**src/rtl/seq_multiplier.sv**
```systemverilog
// Iterative shift-add multiplier: WIDTH x WIDTH -> 2*WIDTH product over WIDTH RUN cycles.
// Define SEQ_MULTIPLIER_SIGNED_EN for two's-complement operands (magnitude multiply plus sign fix-up).
module seq_multiplier #(
  parameter int WIDTH = 16
) (
  input  logic               clk,
  input  logic               reset,
  input  logic               start,
  input  logic [WIDTH-1:0]   operandA,
  input  logic [WIDTH-1:0]   operandB,
  output logic               busy,
  output logic               done,
  output logic [2*WIDTH-1:0] product
);

  // state | meaning
  // IDLE  | waiting for start
  // RUN   | one add/shift per cycle, WIDTH cycles
  // DONE  | one cycle, done pulse, product valid; start here is accepted
  typedef enum logic [1:0] {S_IDLE, S_RUN, S_DONE} state_t;

  localparam int CW = $clog2(WIDTH);
  localparam logic [CW-1:0] CNT_LAST = CW'(WIDTH - 1);

  state_t               state_q;
  logic [WIDTH-1:0]     mcand_q;
  logic [2*WIDTH-1:0]   acc_q;
  logic [CW-1:0]        cnt_q;
  logic                 busy_q;
  logic                 done_q;
  logic [2*WIDTH-1:0]   product_q;

  logic                 accept;
  logic [WIDTH-1:0]     opa_mag;
  logic [WIDTH-1:0]     opb_mag;
  logic [WIDTH:0]       sum_d;
  logic [2*WIDTH-1:0]   acc_d;
  logic [2*WIDTH-1:0]   res_d;

  assign accept = start && ((state_q == S_IDLE) || (state_q == S_DONE));

  // Lower half of the accumulator holds the multiplier; it shifts out as the product shifts in.
  always_comb begin
    sum_d = {1'b0, acc_q[2*WIDTH-1:WIDTH]} + (acc_q[0] ? {1'b0, mcand_q} : '0);
    acc_d = {sum_d, acc_q[WIDTH-1:1]};
  end

`ifdef SEQ_MULTIPLIER_SIGNED_EN
  logic sign_q;

  assign opa_mag = operandA[WIDTH-1] ? (~operandA + 1'b1) : operandA;
  assign opb_mag = operandB[WIDTH-1] ? (~operandB + 1'b1) : operandB;
  assign res_d   = sign_q ? (~acc_d + 1'b1) : acc_d;

  always_ff @(posedge clk or posedge reset) begin
    if (reset) begin
      sign_q <= 1'b0;
    end else if (accept) begin
      sign_q <= operandA[WIDTH-1] ^ operandB[WIDTH-1];
    end
  end
`else
  assign opa_mag = operandA;
  assign opb_mag = operandB;
  assign res_d   = acc_d;
`endif

  always_ff @(posedge clk or posedge reset) begin
    if (reset) begin
      state_q   <= S_IDLE;
      mcand_q   <= '0;
      acc_q     <= '0;
      cnt_q     <= '0;
      busy_q    <= 1'b0;
      done_q    <= 1'b0;
      product_q <= '0;
    end else begin
      case (state_q)
        S_IDLE, S_DONE: begin
          done_q <= 1'b0;
          if (accept) begin
            mcand_q <= opa_mag;
            acc_q   <= {{WIDTH{1'b0}}, opb_mag};
            cnt_q   <= '0;
            busy_q  <= 1'b1;
            state_q <= S_RUN;
          end else begin
            state_q <= S_IDLE;
          end
        end
        S_RUN: begin
          acc_q <= acc_d;
          cnt_q <= cnt_q + 1'b1;
          if (cnt_q == CNT_LAST) begin
            product_q <= res_d;
            busy_q    <= 1'b0;
            done_q    <= 1'b1;
            state_q   <= S_DONE;
          end
        end
        default: begin
          busy_q  <= 1'b0;
          done_q  <= 1'b0;
          state_q <= S_IDLE;
        end
      endcase
    end
  end

  assign busy    = busy_q;
  assign done    = done_q;
  assign product = product_q;

endmodule

```
**config.mk**
```make
export PLATFORM = sky130hd
export DESIGN_NAME = seq_multiplier
export DESIGN_NICKNAME = d
export VERILOG_FILES = /design/src/rtl/seq_multiplier.sv
export SDC_FILE = /design/constraint.sdc
export NUM_CORES = 1
export LEC_CHECK = 0
export ABC_AREA = 1
export CAP_MARGIN = 40
export CORE_MARGIN = 3
export CORE_UTILIZATION = 59
export DETAILED_ROUTE_END_ITERATION = 10
export PLACE_DENSITY = 0.89
export SLEW_MARGIN = 0
export SYNTH_ARGS = -nofsm -noshare
export SYNTH_HDL_FRONTEND = slang
export SYNTH_SLANG_ARGS = --single-unit
```
**constraint.sdc**
```tcl
create_clock -name clk -period 4.2 [get_ports clk]
set_input_delay 0.63 -clock clk [delete_from_list [all_inputs] [get_ports clk]]
set_output_delay 0.63 -clock clk [all_outputs]
set_load 0.1 [all_outputs]
```
==> results.txt, run 1 <==
----------------------------------------------------
[Synthesis]
  Distinct cell type count after synthesis ... 36
  Count of state elements after synthesis ... 87
  Compound-Gate Fraction of Synth Area ... roughly 9%
  Fraction of the yosys area taken by sequential cells ... roughly 48%
  Number of cells produced by synthesis ... approximately 530
  Dominant combinational cell family by area after synthesis ... simple AND/OR/NAND/NOR gates
  Total standard cell area after synthesis ... 4560 um^2
  Mean area per synthesized cell ... between 8 and 9 um^2
  Post-synthesis xor/xnor area fraction ... 0.769%
  Simple-Gate Fraction of Synth Area ... between 20% and 30%
  Mapped Nets ... between 500 and 600
  Post-synthesis share of cell area spent on full adders, half adders and majority gates ... between 5 and 6%
  Synthesis warning total ... 0
  Post-synthesis mux area share ... ~4%
  Count of flip-flops with a built-in enable after synthesis ... 0
  Async set or reset register ratio after synthesis ... 100%
  Most used flip-flop cell after synthesis ... sky130_fd_sc_hd__dfrtp_1

[Worst setup path]
  Data required time at the worst endpoint ... approximately 4.4 ns
  Crit path cell chain ... clkdlybuf4s50_1 -> nand2_2 -> nand2_4 -> inv_2 -> nand2_1 -> o21ai_0
  Type of element capturing the critical path ... register
  Category of the most critical setup path ... in2reg
  Worst Path Arrival ... around 2.8 ns
  Register-to-Register Path Depth ... 12
  Critical path launch point type ... input pin
  FF-to-FF Start ... acc_q[0]
  Highest-delay cell along the critical path ... sky130_fd_sc_hd__clkdlybuf4s50_1
  CP Max Fanout ... 20
  Slowest Stage Delay on Critical Path ... around 0.90 ns
  Reg-to-reg setup timing slack ... 1.82 ns
  RR Endpoint ... product[23]

[Routing]
  Aggregate routed wire length ... approximately 12,000 um
  Total vias in the final route ... between 4,000 and 5,000
  Starting DRT DRC Count ... 347
  DRC Markers ... 0
  Remaining antenna violation count ... 0
  Post-DR vias/cell ... roughly 5.6
  Routed length per instance ... 16.5 um
  Number of iterations in the first detailed-routing pass ... 6

[Finish]
  Final antenna diode count ... 0
  Area growth from synthesis to layout ... 31.9%
  Post-route design area ... 6010 um^2
  Number of nets in the layout ... roughly 680
  Share of cells above drive strength 1 ... around 15%
  Post-layout util ... roughly four fifths

[Die]
  Core area ... between 7000 and 8000 um^2
  Number of top-level pins ... 69
  Placement row count ... 31
  DIE HEIGHT ... between 90 and 100 um
  Horiz. Die Dim ... between 90 and 100 um
  Initial core utilization ... 61.9%
  Overall die area ... 8820 um^2

[Clock network]
  CTS sink cnt ... 87
  Post-cts gate resize count ... 0
  Clock tree from TritonCTS ... yes
  Clock buffer count from CTS ... 9
  Largest buffer count on any clock path ... 2
  Number of setup buffers added after CTS ... 0
  Clock transition at the registers of the reported paths ... around 0.080 ns
  Hold buffers post-CTS ... 0
  Clk root buf ... sky130_fd_sc_hd__clkbuf_8
  Clock latency on the worst-skew pair ... about 0.36 ns
  H-Tree Depth ... 3

[STA]
  Final min period ... about 2.6 ns
  Final number of setup-violating endpoints ... 0
  Worst slew margin ... roughly 55%
  Layout Skew ... about 0.012 ns
  Final cycle utilization of the critical path ... 62.0%
  Number of slew-limit violations in the final report ... 0
  Hold slack final ... just under 0.5 ns
  Accumulated negative setup slack ... 0 ns
  Worst Max-Slew Pin Slew ... 0.670 ns
  Hold violation count in the final report ... 0
  Maximum clock rate ... between 300 and 400 MHz
  RSZ-0062 raised after global routing ... no

[GRT]
  Number of antenna violations at the first check in global routing ... 0
  Remaining global-route overflow ... 0
  Global routing usage on met1 ... between 30% and 40%
  First-pass GRT wire length ... 19,600 um
  Met3 GRT Util ... between 4 and 5%
  Most Used Layer, Global Route ... met2
  Via count of the first global-routing pass ... between 4,000 and 5,000
  Largest net degree at the start of global routing ... 51
  Tot GR Track Use ... 28.8%
  Met2 Use GR ... 49.2%

[Place]
  Placed standard-cell area ... ~5800 um^2
  HPWL reported at the end of detailed placement ... 8670 um
  Weighted congestion reported at the end of routability-driven placement ... a little over 0.9
  Number of buffers added on ports ... approximately 70

[Hold path]
  Path class of the lowest-slack min-delay path ... reg2reg
  Startpoint of the most critical hold path ... product[25]
  Hold Crit Endpoint ... product[25]
  Worst hold stages ... 2

[Run]
  Maxcap violations ... 0

[Run status]
  Status ... complete, no violations

----------------------------------------------------
==> stage by stage <==
step           cells  worst slack (ns)
3_5_place_dp     719              1.26
2_1_floorplan    533              1.32
4_1_cts          735              1.63
5_1_grt          735              1.46
6_report         735              1.60
3_3_place_gp     683              1.45
==> critical path: cells and delay by family <==
kind | cells | cell delay, ns
buffers and inverters | 2 | 1.13
AND/OR/NAND/NOR | 3 | 0.96
AO/OA/AOI/OAI | 1 | 0.09
==> cells in the mapped netlist, types with 2 or more instances <==
master                     number  area, um^2
sky130_fd_sc_hd__a21oi_1       11        55.1
sky130_fd_sc_hd__xnor2_1        2        17.5
sky130_fd_sc_hd__buf_2          2        10.0
sky130_fd_sc_hd__or2_1          2        12.5
sky130_fd_sc_hd__nand3b_1       4        30.0
sky130_fd_sc_hd__buf_4          2        15.0
sky130_fd_sc_hd__inv_2          2        7.51
sky130_fd_sc_hd__o21ai_2       18         158
sky130_fd_sc_hd__dfrtp_1       87        2180
sky130_fd_sc_hd__clkbuf_1       5        18.8
sky130_fd_sc_hd__o21ai_0        6        30.0
sky130_fd_sc_hd__or2_2          3        18.8
sky130_fd_sc_hd__xor2_1         2        17.5
sky130_fd_sc_hd__nand2_1      184         691
sky130_fd_sc_hd__inv_4          2        12.5
sky130_fd_sc_hd__nor3_1         4        20.0
sky130_fd_sc_hd__nor2_8         2        40.0
sky130_fd_sc_hd__o221ai_1      14         123
sky130_fd_sc_hd__ha_1          17         213
sky130_fd_sc_hd__inv_1         71         267
sky130_fd_sc_hd__nor2_1        14        52.6
sky130_fd_sc_hd__mux2_2        16         180
sky130_fd_sc_hd__nand3_1       44         220
sky130_fd_sc_hd__buf_6          7        78.8
==> flip-flops by register name (all words and copies together) (netlist names) <==
register / cells
acc_q: 32
busy: 1
state_q: 1
mcand_q: 16
cnt_q: 4
product: 32
done: 1
==> worst max path at each step <==
stage	cells past startpoint	to	from	slack, ns
after floorplan	1	acc_q[0]	reset	1.32
after global placement	5	cnt_q[1]	start	1.45
after CTS	5	cnt_q[1]	start	1.63
after detailed placement	5	cnt_q[1]	start	1.26
after global routing	6	acc_q[0]	start	1.46
final	6	acc_q[17]	start	1.60
==> layer usage <==
layer	up-vias	routed length, um	share of wire (%)
met3	34	926	7.6
met1	1987	4880	40
met4	0	309	2.5
met2	210	6010	50
li1	1896	-	-
met5	-	0	0
==> logic make-up after synthesis <==
family	count (synthesis)
and+or+nand+nor	261
buffers and inverters	93
DFF	87
AOI/OAI and AO/OA	54
adders and majority gates	18
muxes	16
xor gates and xnor gates	4
==> layout make-up <==
type	count	area, um^2
sequential	87	2180
clock inverter	5	81.3
tap	99	124
clock buffer	11	131
timing repair buffer	105	1250
fill	424	1360
multi-input combinational	353	1960
inverter	75	288
==> cells in the final DEF, fill, tap and decap left out, types with 3 or more instances in the layout <==
cell type,synthesis,layout
sky130_fd_sc_hd__clkbuf_8,0,9
sky130_fd_sc_hd__inv_1,71,70
sky130_fd_sc_hd__nor3_1,4,4
sky130_fd_sc_hd__o221ai_1,14,14
sky130_fd_sc_hd__nand2_1,184,184
sky130_fd_sc_hd__ha_1,17,17
sky130_fd_sc_hd__nor2_1,14,14
sky130_fd_sc_hd__dfrtp_1,87,87
sky130_fd_sc_hd__o21ai_2,18,18
sky130_fd_sc_hd__o21ai_0,6,6
sky130_fd_sc_hd__clkdlybuf4s50_1,0,68
sky130_fd_sc_hd__or2_2,3,3
sky130_fd_sc_hd__a21oi_1,11,11
sky130_fd_sc_hd__nand3_1,44,44
sky130_fd_sc_hd__buf_8,0,34
sky130_fd_sc_hd__mux2_2,16,16
sky130_fd_sc_hd__nand3b_1,4,4
Power of run 1 is left out: the tool's default activity adds up to more than one toggle a clock period on the data nets, which glitch-free logic cannot reach.
==> run 2: changes to the inputs <==
--- a/config.mk
+++ b/config.mk
@@ -8,9 +8,9 @@
 export ABC_AREA = 1
 export CAP_MARGIN = 40
 export CORE_MARGIN = 3
-export CORE_UTILIZATION = 59
+export CORE_UTILIZATION = 54
 export DETAILED_ROUTE_END_ITERATION = 10
-export PLACE_DENSITY = 0.89
+export PLACE_DENSITY = 0.83
 export SLEW_MARGIN = 0
 export SYNTH_ARGS = -nofsm -noshare
 export SYNTH_HDL_FRONTEND = slang
==> constraint.sdc (replaced) <==
create_clock -name clk -period 2.67 [get_ports clk]
set_input_delay 0.4005 -clock clk [delete_from_list [all_inputs] [get_ports clk]]
set_output_delay 0.4005 -clock clk [all_outputs]
set_load 0.1 [all_outputs]
==> results.txt, run 2 (synthesized netlist as in run 1, its figures left out) <==
----------------------------------------------------
[Run status]
  Status ... complete, no violations

[Routing]
  Starting DRT DRC Count ... 229 (-34%)
  Number of iterations in the first detailed-routing pass ... 5 (-1)
  Aggregate routed wire length ... 10,300 um (-15%)
  Routed length per instance ... 14.7 um (-11%)
  Total vias in the final route ... 3,771 (-8.6%)
  Remaining antenna violation count ... 0 (unchanged)
  DRC Markers ... 0 (unchanged)
  Post-DR vias/cell ... 5.35 (-4.7%)

[Worst setup path]
  Total buffers and inverters traversed by the critical path ... 1 (-1)
  Crit path cell chain ... nand2_1 -> inv_1 -> ha_1 -> fa_1 -> nand2_1 -> nand2_1 -> and2_1 -> nand3_1 -> nand3_1 -> nand2_1 -> nand3_1 -> nand2_1
  CP Max Fanout ... 17 (-15%)
  Worst Path Arrival ... 2.53 ns (-0.30 ns)
  Last element of the critical path ... product[27]
  Data required time at the worst endpoint ... 2.98 ns (-1.44 ns)
  Reg-to-reg setup timing slack ... 0.45 ns (-1.37 ns)
  Worst setup path startpoint ... acc_q[0]
  FF-to-FF Start ... acc_q[0]
  Total number of cells along the worst setup path ... 12 (+6)
  Top Family by Delay on Critical Path ... simple AND/OR/NAND/NOR gates
  Category of the most critical setup path ... reg2reg
  Cell repeated most along the worst path ... sky130_fd_sc_hd__nand2_1
  Highest-delay cell along the critical path ... sky130_fd_sc_hd__dfrtp_1
  Critical path launch point type ... register
  RR Endpoint ... product[27]
  Type of element capturing the critical path ... register
  Slowest Stage Delay on Critical Path ... 0.56 ns (-0.34 ns)
  Register-to-Register Path Depth ... 12 (unchanged)

[Finish]
  Most common library cell in the layout ignoring fill and taps ... sky130_fd_sc_hd__nand2_1
  Area growth from synthesis to layout ... 18.9%
  Commonest non-fill, non-tap cells in the layout ... sky130_fd_sc_hd__nand2_1 (184), sky130_fd_sc_hd__dfrtp_1 (87), sky130_fd_sc_hd__inv_1 (70), sky130_fd_sc_hd__nand3_1 (44), sky130_fd_sc_hd__buf_4 (36)
  Share of cells above drive strength 1 ... 16.6% (+1.3 points)
  Filler cells ... 606 (+43%)
  Final antenna diode count ... 0 (unchanged)
  Number of nets in the layout ... 651 (-4.8%)

[Die]
  DIE HEIGHT ... 97.9 um (+4.2%)
  Initial core utilization ... 57.2% (-4.6 points)
  Horiz. Die Dim ... 97.9 um (+4.2%)
  Number of top-level pins ... 69 (unchanged)
  Core area ... 7970 um^2 (+8.1%)
  Overall die area ... 9580 um^2 (+8.7%)
  Placement row count ... 32 (+3.2%)

[STA]
  Accumulated negative setup slack ... 0 ns (unchanged)
  Maximum clock rate ... approximately 450 MHz
  Final number of setup-violating endpoints ... 0 (unchanged)
  Final min period ... 2.22 ns
  Number of slew-limit violations in the final report ... 0 (unchanged)
  Final cycle utilization of the critical path ... approximately 83%
  RSZ-0062 raised after global routing ... no
  Hold violation count in the final report ... 0 (unchanged)
  Worst Max-Slew Pin Slew ... 0.468 ns (-0.202 ns)
  Worst slew margin ... 68.8% (+14 points)
  Layout Skew ... 0.00986 ns (-0.00221 ns)

[GRT]
  Number of antenna violations at the first check in global routing ... 0 (unchanged)
  Tot GR Track Use ... 22.3% (-6.5 points)
  Remaining global-route overflow ... 0 (unchanged)
  First-pass GRT wire length ... 17,400 um (-11%)
  Largest net degree at the start of global routing ... 88 (+73%)
  Via count of the first global-routing pass ... 3,570 (-14%)

[Clock network]
  Clock buffer count from CTS ... 9 (unchanged)
  Clock transition at the registers of the reported paths ... 0.09 ns (about the same)
  CTS sink cnt ... 87 (unchanged)
  Clock latency on the worst-skew pair ... 0.37 ns (about the same)
  Hold buffers post-CTS ... 0 (unchanged)
  Number of setup buffers added after CTS ... 0 (unchanged)
  Largest buffer count on any clock path ... 2 (unchanged)
  Clk root buf ... sky130_fd_sc_hd__clkbuf_8
  H-Tree Depth ... 3 (unchanged)
  Clock tree from TritonCTS ... yes
  Post-cts gate resize count ... 0 (unchanged)

[Place]
  HPWL reported at the end of detailed placement ... 7460 um (-14%)
  Weighted congestion reported at the end of routability-driven placement ... 0.925 (+1.3%)
  Number of buffers added on ports ... 68 (unchanged)

[Run]
  Maxcap violations ... 0 (unchanged)

[Hold path]
  Path class of the lowest-slack min-delay path ... in2async

----------------------------------------------------
## run 2: cell types whose count changed in the layout (fill, tap and decap cells not counted), sizes merged
| cell | previous run | this run |
|---|---|---|
| clkbuf | 11 | 10 |
| clkdlybuf4s50 | 68 | 34 |
| buf | 37 | 38 |
| bufinv | 2 | 1 |
| inv | 75 | 77 |
## run 2: layer usage
metal / vias up / global-route usage [%] / share of wire [%]
met4: 0 / 6.18 / 1.7
met1: 1794 / 32.5 / 47
li1: 1834 / - / -
met5: - / 0 / 0
met3: 18 / 5.07 / 6.5
met2: 125 / 33.8 / 45
## run 2: through the flow
step / worst slack (ns) / instances / util, % / area, um^2 / hold slack (ns)
final: 0.451 / 705 / 68.0 / 5420 / 0.449
after global routing: 0.217 / 705 / 68.0 / 5420 / 0.490
after CTS: 0.477 / 705 / 68.0 / 5420 / 0.471
after detailed placement: 0.497 / 689 / 65.3 / 5210 / 0.471
after global placement: 0.543 / 688 / 65.1 / 5190 / 0.462
after floorplan: 0.0193 / 533 / - / 4560 / 0.441
## run 2: how the worst min path moves through the flow
| stage | end | slack (ns) | cells past startpoint |
|---|---|---|---|
| finish | product[30] | 0.45 | 3 |
| global route | product[29] | 0.49 | 3 |
| CTS | product[30] | 0.47 | 3 |
| detailed placement | product[27] | 0.47 | 2 |
| global placement | cnt_q[3] | 0.46 | 1 |
| floorplan | cnt_q[3] | 0.44 | 1 |
## run 2: layout make-up
cell class,count,area [um^2],share of cell area [%]
clock buffer,10,138,2.54
timing repair buffer,72,651,12.0
clock inverter,6,75.1,1.39
tap,102,128,2.36
multi-input combinational,353,1960,36.2
inverter,75,288,5.31
sequential,87,2180,40.2
## run 2: tightest hold or removal path, delay by kind of cell
| family | cells | cell delay [ns] |
|---|---|---|
| buffers and inverters | 3 | 0.84 |
Power of run 2 is left out for the same reason.
==> run 3: changes to the inputs <==
--- a/config.mk
+++ b/config.mk
@@ -8,9 +8,9 @@
 export ABC_AREA = 1
 export CAP_MARGIN = 40
 export CORE_MARGIN = 3
-export CORE_UTILIZATION = 54
+export CORE_UTILIZATION = 49
 export DETAILED_ROUTE_END_ITERATION = 10
-export PLACE_DENSITY = 0.83
+export PLACE_DENSITY = 0.79
 export SLEW_MARGIN = 0
 export SYNTH_ARGS = -nofsm -noshare
 export SYNTH_HDL_FRONTEND = slang
==> constraint.sdc (replaced) <==
create_clock -name clk -period 1.9 [get_ports clk]
set_input_delay 0.285 -clock clk [delete_from_list [all_inputs] [get_ports clk]]
set_output_delay 0.285 -clock clk [all_outputs]
set_load 0.1 [all_outputs]
==> results.txt, run 3 (synthesized netlist as in run 1, its figures left out) <==
----------------------------------------------------
[STA]
  Accumulated negative setup slack ... -0.561 ns (-0.561 ns)
  Final cycle utilization of the critical path ... 105% (+22 points)
  Layout Skew ... 0.0111 ns (+0.00124 ns)
  Number of slew-limit violations in the final report ... 0 (unchanged)
  RSZ-0062 raised after global routing ... yes
  Final number of setup-violating endpoints ... 13 (+13)
  Hold violation count in the final report ... 0 (unchanged)
  Maximum clock rate ... 503 MHz (+12%)
  Post-route worst setup slack ... -0.0890 ns (-0.540 ns)
  Worst slew margin ... 66.1% (-2.7 points)
  Final min period ... 1.99 ns (-0.230 ns)
  Worst Max-Slew Pin Slew ... 0.508 ns (+0.0394 ns)

[Worst setup path]
  Critical path launch point type ... register
  Crit path cell chain ... nand2_2 -> inv_2 -> ha_4 -> fa_2 -> nand2_2 -> nand2_2 -> nand3b_1 -> nand2_2 -> or2_4 -> nand3_4 -> nand2_2
  CP Max Fanout ... 4 (-13)
  Slowest Stage Delay on Critical Path ... 0.48 ns (-0.08 ns)
  Cell repeated most along the worst path ... sky130_fd_sc_hd__nand2_2
  Top Family by Delay on Critical Path ... simple AND/OR/NAND/NOR gates
  Worst Path Arrival ... 2.25 ns (-0.28 ns)
  Highest-delay cell along the critical path ... sky130_fd_sc_hd__dfrtp_2
  Category of the most critical setup path ... reg2reg
  Type of element capturing the critical path ... register
  Total buffers and inverters traversed by the critical path ... 1 (unchanged)
  Data required time at the worst endpoint ... 2.16 ns (-0.82 ns)

[Clock network]
  Number of setup buffers added after CTS ... 0 (unchanged)
  Hold buffers post-CTS ... 0 (unchanged)
  Clock tree from TritonCTS ... yes
  H-Tree Depth ... 3 (unchanged)
  Clock buffer count from CTS ... 9 (unchanged)
  Largest buffer count on any clock path ... 2 (unchanged)
  CTS sink cnt ... 87 (unchanged)
  Clock transition at the registers of the reported paths ... 0.09 ns (about the same)
  Clk root buf ... sky130_fd_sc_hd__clkbuf_8
  Clock latency on the worst-skew pair ... 0.37 ns (about the same)

[Routing]
  Starting DRT DRC Count ... 180 (-21%)
  Number of iterations in the first detailed-routing pass ... 4 (-1)
  Routed length per instance ... 15.0 um (+2.7%)
  Post-DR vias/cell ... 5.30 (-0.93%)
  Aggregate routed wire length ... 10,900 um (+5.6%)
  Remaining antenna violation count ... 0 (unchanged)
  DRC Markers ... 0 (unchanged)
  Total vias in the final route ... 3,842 (+1.9%)

[Die]
  Placement row count ... 34 (+6.3%)
  DIE HEIGHT ... 102 um (+4.7%)
  Core area ... 8890 um^2 (+12%)
  Overall die area ... 10,500 um^2 (+9.6%)
  Number of top-level pins ... 69 (unchanged)
  Initial core utilization ... 51.3% (-5.9 points)
  Horiz. Die Dim ... 102 um (+4.7%)

[Finish]
  Area growth from synthesis to layout ... 34.0%
  Number of nets in the layout ... 665 (+2.2%)
  Commonest non-fill, non-tap cells in the layout ... sky130_fd_sc_hd__nand2_1 (135), sky130_fd_sc_hd__dfrtp_1 (86), sky130_fd_sc_hd__inv_1 (56), sky130_fd_sc_hd__buf_4 (45), sky130_fd_sc_hd__nand2_2 (41)
  Final antenna diode count ... 0 (unchanged)
  Most common library cell in the layout ignoring fill and taps ... sky130_fd_sc_hd__nand2_1
  Post-layout util ... 68.7% (+0.66 points)
  Filler cells ... 681 (+12%)
  Share of cells above drive strength 1 ... 36.0% (+19 points)

[Place]
  Weighted congestion reported at the end of routability-driven placement ... 0.911 (-1.5%)
  Number of buffers added on ports ... 68 (unchanged)
  HPWL reported at the end of detailed placement ... 7560 um (+1.4%)

[GRT]
  Largest net degree at the start of global routing ... 40 (-55%)
  Remaining global-route overflow ... 0 (unchanged)
  First-pass GRT wire length ... 17,200 um (-1.1%)
  Via count of the first global-routing pass ... 3,595 (+0.70%)
  Number of antenna violations at the first check in global routing ... 0 (unchanged)
  Tot GR Track Use ... 21.0% (-1.4 points)

[Run status]
  Status ... finished, violations left
  Failing checks ... setup timing

[Hold path]
  Path class of the lowest-slack min-delay path ... in2async

[Run]
  Maxcap violations ... 0 (unchanged)

----------------------------------------------------
-- run 3: cell count changes in the layout (fill, tap and decap cells not counted), moves of 6 or more --
cell                      previous run  this run
sky130_fd_sc_hd__nand2_1           184       135
sky130_fd_sc_hd__inv_2               2        15
sky130_fd_sc_hd__ha_1               17         3
sky130_fd_sc_hd__nand3_1            44        31
sky130_fd_sc_hd__a21oi_1            11         5
sky130_fd_sc_hd__buf_4              36        45
sky130_fd_sc_hd__inv_1              70        56
sky130_fd_sc_hd__ha_4                0        13
sky130_fd_sc_hd__nand3_2             0        11
sky130_fd_sc_hd__nand2_2             1        41
sky130_fd_sc_hd__nand2_4             1        10
-- run 3: area by class of cell --
cell class / instances / area [um^2] / area share, %
clock buffers: 10 / 138 / 2.25
clock inverters: 6 / 62.6 / 1.02
inverters: 75 / 293 / 4.80
multi-input cells: 353 / 2480 / 40.7
flip-flops and latches: 87 / 2180 / 35.7
well taps: 108 / 135 / 2.21
repair buffers: 86 / 815 / 13.3
-- run 3: per-layer routing --
| layer | vias up | GRT usage [%] | share of wire [%] |
|---|---|---|---|
| li1 | 1859 | - | - |
| met1 | 1864 | 30.4 | 46 |
| met2 | 103 | 32.4 | 49 |
| met3 | 16 | 2.80 | 4.4 |
| met4 | 0 | 7.37 | 1.6 |
| met5 | - | 0 | 0 |
-- run 3: path summary, 6_finish.rpt --
path                                to  slack (ns)  startpoint  depth (start not counted)
max reg2reg                product[21]       -0.09    acc_q[0]                         11
min reg2reg                   cnt_q[3]        0.48    cnt_q[3]                          1
min                           acc_q[4]        0.29       reset                          2
max in group asynchronous     acc_q[0]        1.06       reset                          3
max                        product[21]       -0.09    acc_q[0]                         11
min in group clk              cnt_q[3]        0.48    cnt_q[3]                          1
-- run 3: worst reg2reg max path, delay by kind of cell (launching register included) --
family / cells / cell delay (ns)
adders and majority gates: 2 / 0.52
buffers and inverters: 1 / 0.04
DFF: 1 / 0.48
and+or+nand+nor: 8 / 0.87
-- run 3: per-stage QoR --
stage	instance area, um^2	instances	hold WS (ns)	setup slack (ns)
after floorplan	4600	533	0.435	-0.0836
after global placement	5370	708	0.450	-0.133
after detailed placement	5370	708	0.464	-0.147
after CTS	5720	724	0.299	-0.0289
after global routing	6110	725	0.321	-0.167
final	6110	725	0.288	-0.0890
-- run 3: timing repair --
action | 4_1_cts | 5_1_grt
resized for setup | 21 | 106
endpoints found under the hold margin | 0 | 0
gates cloned | 0 | 1
setup endpoints to repair | 21 | 24
pin swaps | 2 | 29
Power of run 3 is left out for the same reason.
